`src/rtl/register_file_sb.sv`:
```
// Parametrised register file with write-to-read bypass and a
// per-register pending scoreboard for operand readiness.
module register_file_sb #(
  parameter int DATA_W   = 16,
  parameter int ADDR_W   = 4,
  parameter bit ZERO_REG = 1'b1
) (
  input  logic                   clk,
  input  logic                   reset,
  input  logic [ADDR_W-1:0]      reg_1,
  input  logic [ADDR_W-1:0]      reg_2,
  output logic [DATA_W-1:0]      data_1,
  output logic [DATA_W-1:0]      data_2,
  output logic                   ready_1,
  output logic                   ready_2,
  input  logic                   regWrite,
  input  logic [ADDR_W-1:0]      write_addr,
  input  logic [DATA_W-1:0]      write_data,
  input  logic                   claim_en,
  input  logic [ADDR_W-1:0]      claim_addr,
  output logic                   claim_err,
  output logic [2**ADDR_W-1:0]   pending
);

  localparam int DEPTH = 2**ADDR_W;

  logic [DATA_W-1:0] regs [DEPTH];
  logic [DEPTH-1:0]  pend_nxt;
  logic              wr_ok;
  logic              claim_ok;
  logic              byp_1;
  logic              byp_2;
  logic              zero_1;
  logic              zero_2;

  assign wr_ok    = regWrite &&
                    !(ZERO_REG && write_addr == '0);
  assign claim_ok = claim_en &&
                    !(ZERO_REG && claim_addr == '0);

  always_ff @(posedge clk or posedge reset) begin
    if (reset) begin
      for (int i = 0; i < DEPTH; i++)
        regs[i] <= '0;
    end else if (wr_ok) begin
      regs[write_addr] <= write_data;
    end
  end

  // A claim beats a release to the same register: the new producer owns it.
  always_comb begin
    pend_nxt = pending;
    for (int i = 0; i < DEPTH; i++) begin
      if (claim_ok && claim_addr == ADDR_W'(i))
        pend_nxt[i] = 1'b1;
      else if (wr_ok && write_addr == ADDR_W'(i))
        pend_nxt[i] = 1'b0;
    end
  end

  always_ff @(posedge clk or posedge reset) begin
    if (reset)
      pending <= '0;
    else
      pending <= pend_nxt;
  end

  assign zero_1 = ZERO_REG && reg_1 == '0;
  assign zero_2 = ZERO_REG && reg_2 == '0;
  assign byp_1  = !reset && wr_ok && write_addr == reg_1;
  assign byp_2  = !reset && wr_ok && write_addr == reg_2;

  assign data_1 = zero_1 ? '0 :
                  byp_1  ? write_data : regs[reg_1];
  assign data_2 = zero_2 ? '0 :
                  byp_2  ? write_data : regs[reg_2];

  assign ready_1 = zero_1 || byp_1 || !pending[reg_1];
  assign ready_2 = zero_2 || byp_2 || !pending[reg_2];

  assign claim_err = !reset && claim_en &&
                     pending[claim_addr] &&
                     !(regWrite && write_addr == claim_addr);

endmodule

```
`config.mk`:
```
export PLATFORM = sky130hd
export DESIGN_NAME = register_file_sb
export DESIGN_NICKNAME = d
export VERILOG_FILES = /design/src/rtl/register_file_sb.sv
export SDC_FILE = /design/constraint.sdc
export NUM_CORES = 1
export LEC_CHECK = 0
export ABC_AREA = 0
export BUFFER_PORTS_ARGS = -buffer_cell sky130_fd_sc_hd__buf_2
export CORE_ASPECT_RATIO = 0.9
export CORE_MARGIN = 3
export CORE_UTILIZATION = 40
export DETAILED_ROUTE_END_ITERATION = 10
export SLEW_MARGIN = 20
export SYNTH_ARGS = -nofsm -noshare
export SYNTH_HDL_FRONTEND = slang
export SYNTH_SLANG_ARGS = --single-unit
```
`constraint.sdc`:
```
create_clock -name clk -period 15.5 [get_ports clk]
set_input_delay 3.1 -clock clk [delete_from_list [all_inputs] [get_ports clk]]
set_output_delay 3.1 -clock clk [all_outputs]
set_load 0.05 [all_outputs]
```
==> impl_metrics.json <==
{
  "vias": 9655,
  "finalNetCount": 1079,
  "cellLeakagePower_nw": 6.98,
  "ys_ff_latch": 272,
  "cts_resized": 0,
  "async_reset_ff_share_pct": 100,
  "synth.area.top_cells": "dfrtp_1, mux4_2, mux2_2, a22oi_1, a22o_1",
  "fin_crit_ns": 8.90,
  "clock_path_buffers": 3,
  "synth-xor-area-share_pct": 0.709,
  "syn_area_sq_um": 14800,
  "setup_viol": 0,
  "muxShareOfSynthArea_pct": 39.8,
  "finalCoreUtilization_pct": 45.6,
  "slew_viol_final": 0,
  "crit_type": "in -> out",
  "track_usage_pct": 21.7,
  "seqPwrFrac_pct": 42.8,
  "syn2layout_area_growth_pct": 11.7,
  "cp.required_ns": 12.40,
  "synthCells": 1010,
  "grt_max_degree": 63,
  "initial_core_util_pct": 40.8,
  "cts_tree": "done",
  "clk_pin_slew_worst_paths_ns": 0.06,
  "grt_pass1_wl_um": 65600,
  "synth_fa_ha_area_share_pct": 0,
  "post-cts-setup-buffer-count": 0,
  "drive_above_1_share_pct": 52.1,
  "drcViolationCount": 0,
  "syn_area_per_cell_sq_um": 14.7,
  "totalPowerFinal_mw": 2.32,
  "critPathCaptureType": "output port",
  "diodes": 0,
  "p_int_mw": 1.60,
  "pin_count": 87,
  "fin_skew_ns": 0,
  "fmax_mhz": 112,
  "synthFlopType": "dfrtp_1",
  "cp_max_fo": 50,
  "p_sw_share_pct": 30.9,
  "p_sw_mw": 0.715,
  "p_clk_share_pct": 30.8,
  "yosys.area_share.simple_pct": 3.59,
  "grt_pass1_vias": 10000,
  "hold_viol": 0,
  "drtAntennaViolNets": 0,
  "synth_fp_nets": 1046,
  "synth_top_family_by_area": "multiplexers",
  "synth_compound_area_share_pct": 6.26,
  "grt_overflow": 0,
  "numPortBuffers": 86,
  "antenna_found_initial": 0,
  "h-tree-depth": 1,
  "die_h_um": 189,
  "cts-hold-fix-buffers": 0,
  "yosysWarnings": 0,
  "die_w_um": 209,
  "ys_seq_area_share_pct": 45.9,
  "ir_worst_vdd_mv": 0.0582,
  "power_density_nw_per_um2": 140,
  "clk_latency_ns": 0.55,
  "ctsRootBufferMaster": "clkbuf_16",
  "ys_types": 43,
  "num_rows": 66,
  "vias_per_cell": 6.26,
  "synth_top_area_cell": "dfrtp_1",
  "dr.pass1.iters": 5,
  "totalWireLength_um": 43000,
  "drtIter0Drc": 884,
  "critPathLaunchType": "input port",
  "synth.top_cell.area_share_pct": 45.9,
  "core_area_sq_um": 36300,
  "hp-class": "reg -> reg",
  "tightest_slew_ns": 1.09,
  "numCtsBuffers": 30,
  "maxCapViolCount": 0,
  "die_area_sq_um": 39400,
  "finalSetupTns_ns": 0,
  "synth_edf_count": 0,
  "p_comb_share_pct": 26.4,
  "gp_congestion": 0.769,
  "clock_sinks": 272,
  "period_share_pct": 57.4,
  "dp_hpwl_um": 26000,
  "wl_per_cell_um": 27.9,
  "status": "finished, final reports clean",
  "arrival_ns": 5.80,
  "rsz0062_at_grt": "no",
  "slew_headroom_pct": 27.2
}
-- critical path, cell delays in order --
cell and delay (ns):
buf_4 0.36, buf_4 0.88, mux4_2 0.61, a22oi_1 0.29
nand2_1 0.08, a22o_1 0.20, buf_2 0.21
-- placed cells by master (no fill, tap or decap), types with 2 or more instances in the layout --
cell       instances
nor2b_2            2
buf_4             29
a32o_1             2
clkbuf_1           6
or3_1              3
mux2_1             6
inv_1              3
clkbuf_16         31
mux2_2           235
dfrtp_1          272
nand2b_1           5
mux4_2           140
buf_2             84
a22oi_1           59
nand3_1           14
nor3b_1            2
nor2_2             8
nand2_1           40
clkbuf_8          12
xor2_1            11
o31ai_1            3
nor2b_1            7
o21ai_0           19
mux2i_1            3
and2_1             3
clkinv_2           5
nor2_1             6
nor2_4             2
and3_1             2
nand3b_1           5
a22o_1            32
-- Yosys cell counts, types with 11 or more instances --
cell      number
nor2_1        15
nand2_1       40
clkbuf_1      48
o21ai_0       19
a22o_1        32
mux2_2       235
xor2_1        11
a22oi_1       59
nand3_1       14
buf_2         49
dfrtp_1      272
mux4_2       140
-- cell families (layout without fill, tap and decap cells) --
logic type	Yosys count	after routing
AO/OA/AOI/OAI	120	120
XOR/XNOR	12	12
buffers and inverters	116	172
flip-flops	272	272
multiplexers	384	384
AND/OR/NAND/NOR	106	106
-- registers in the layout, indices dropped and copies added (netlist names) --
name and count:
pending 16, regs 256
-- per-layer routing --
layer	part of all wire, %	vias up	global-route usage, %	routed length, um
met5	0	-	0	0
met4	2.5	0	5.59	1070
met3	7.9	69	4.46	3400
met2	46	420	33.5	19700
met1	44	5193	31.8	18800
li1	-	3973	-	-
-- power by group through the flow --
stage | clock (mW) | combinational [mW] | sequential (mW)
2_1_floorplan | 0 | 0.473 | 0.982
3_3_place_gp | 0 | 0.605 | 0.990
3_5_place_dp | 0 | 0.615 | 0.997
4_1_cts | 0.728 | 0.616 | 0.985
5_1_grt | 0.757 | 0.655 | 1.01
6_report | 0.714 | 0.612 | 0.990
-- final timing paths --
kind | startpoint | endpoint | slack (ns) | depth (start not counted)
worst max-delay path | reg_2[0] | data_2[3] | 6.60 | 7
worst min-delay path | regs[250] | regs[250] | 0.39 | 0
worst max register to register | regs[117] | regs[117] | 14.70 | 1
worst min register to register | regs[250] | regs[250] | 0.39 | 0
max in group asynchronous | reset | regs[230] | 10.39 | 5
min in group asynchronous | reset | regs[170] | 2.53 | 2
-- through the flow --
step / instances / setup slack (ns) / hold WS [ns] / instance area [sq um]
floorplan: 1010 / 1.80 / 0.441 / 14800
global placement: 1487 / 6.57 / 0.378 / 15600
global route: 1542 / 6.37 / 0.409 / 16600
finish: 1542 / 6.60 / 0.394 / 16600
detailed placement: 1487 / 6.58 / 0.384 / 15600
CTS: 1542 / 6.56 / 0.398 / 16600
-- final cells by class --
class | count | area [sq um]
clock buffers | 49 | 963
clock inverters | 6 | 33.8
fillers | 3253 | 19800
inverters | 4 | 22.5
multi-input cells | 622 | 7500
flip-flops and latches | 272 | 6810
well taps | 476 | 596
repair buffers | 113 | 638
Note: power is estimated with default switching activity, not from simulation.
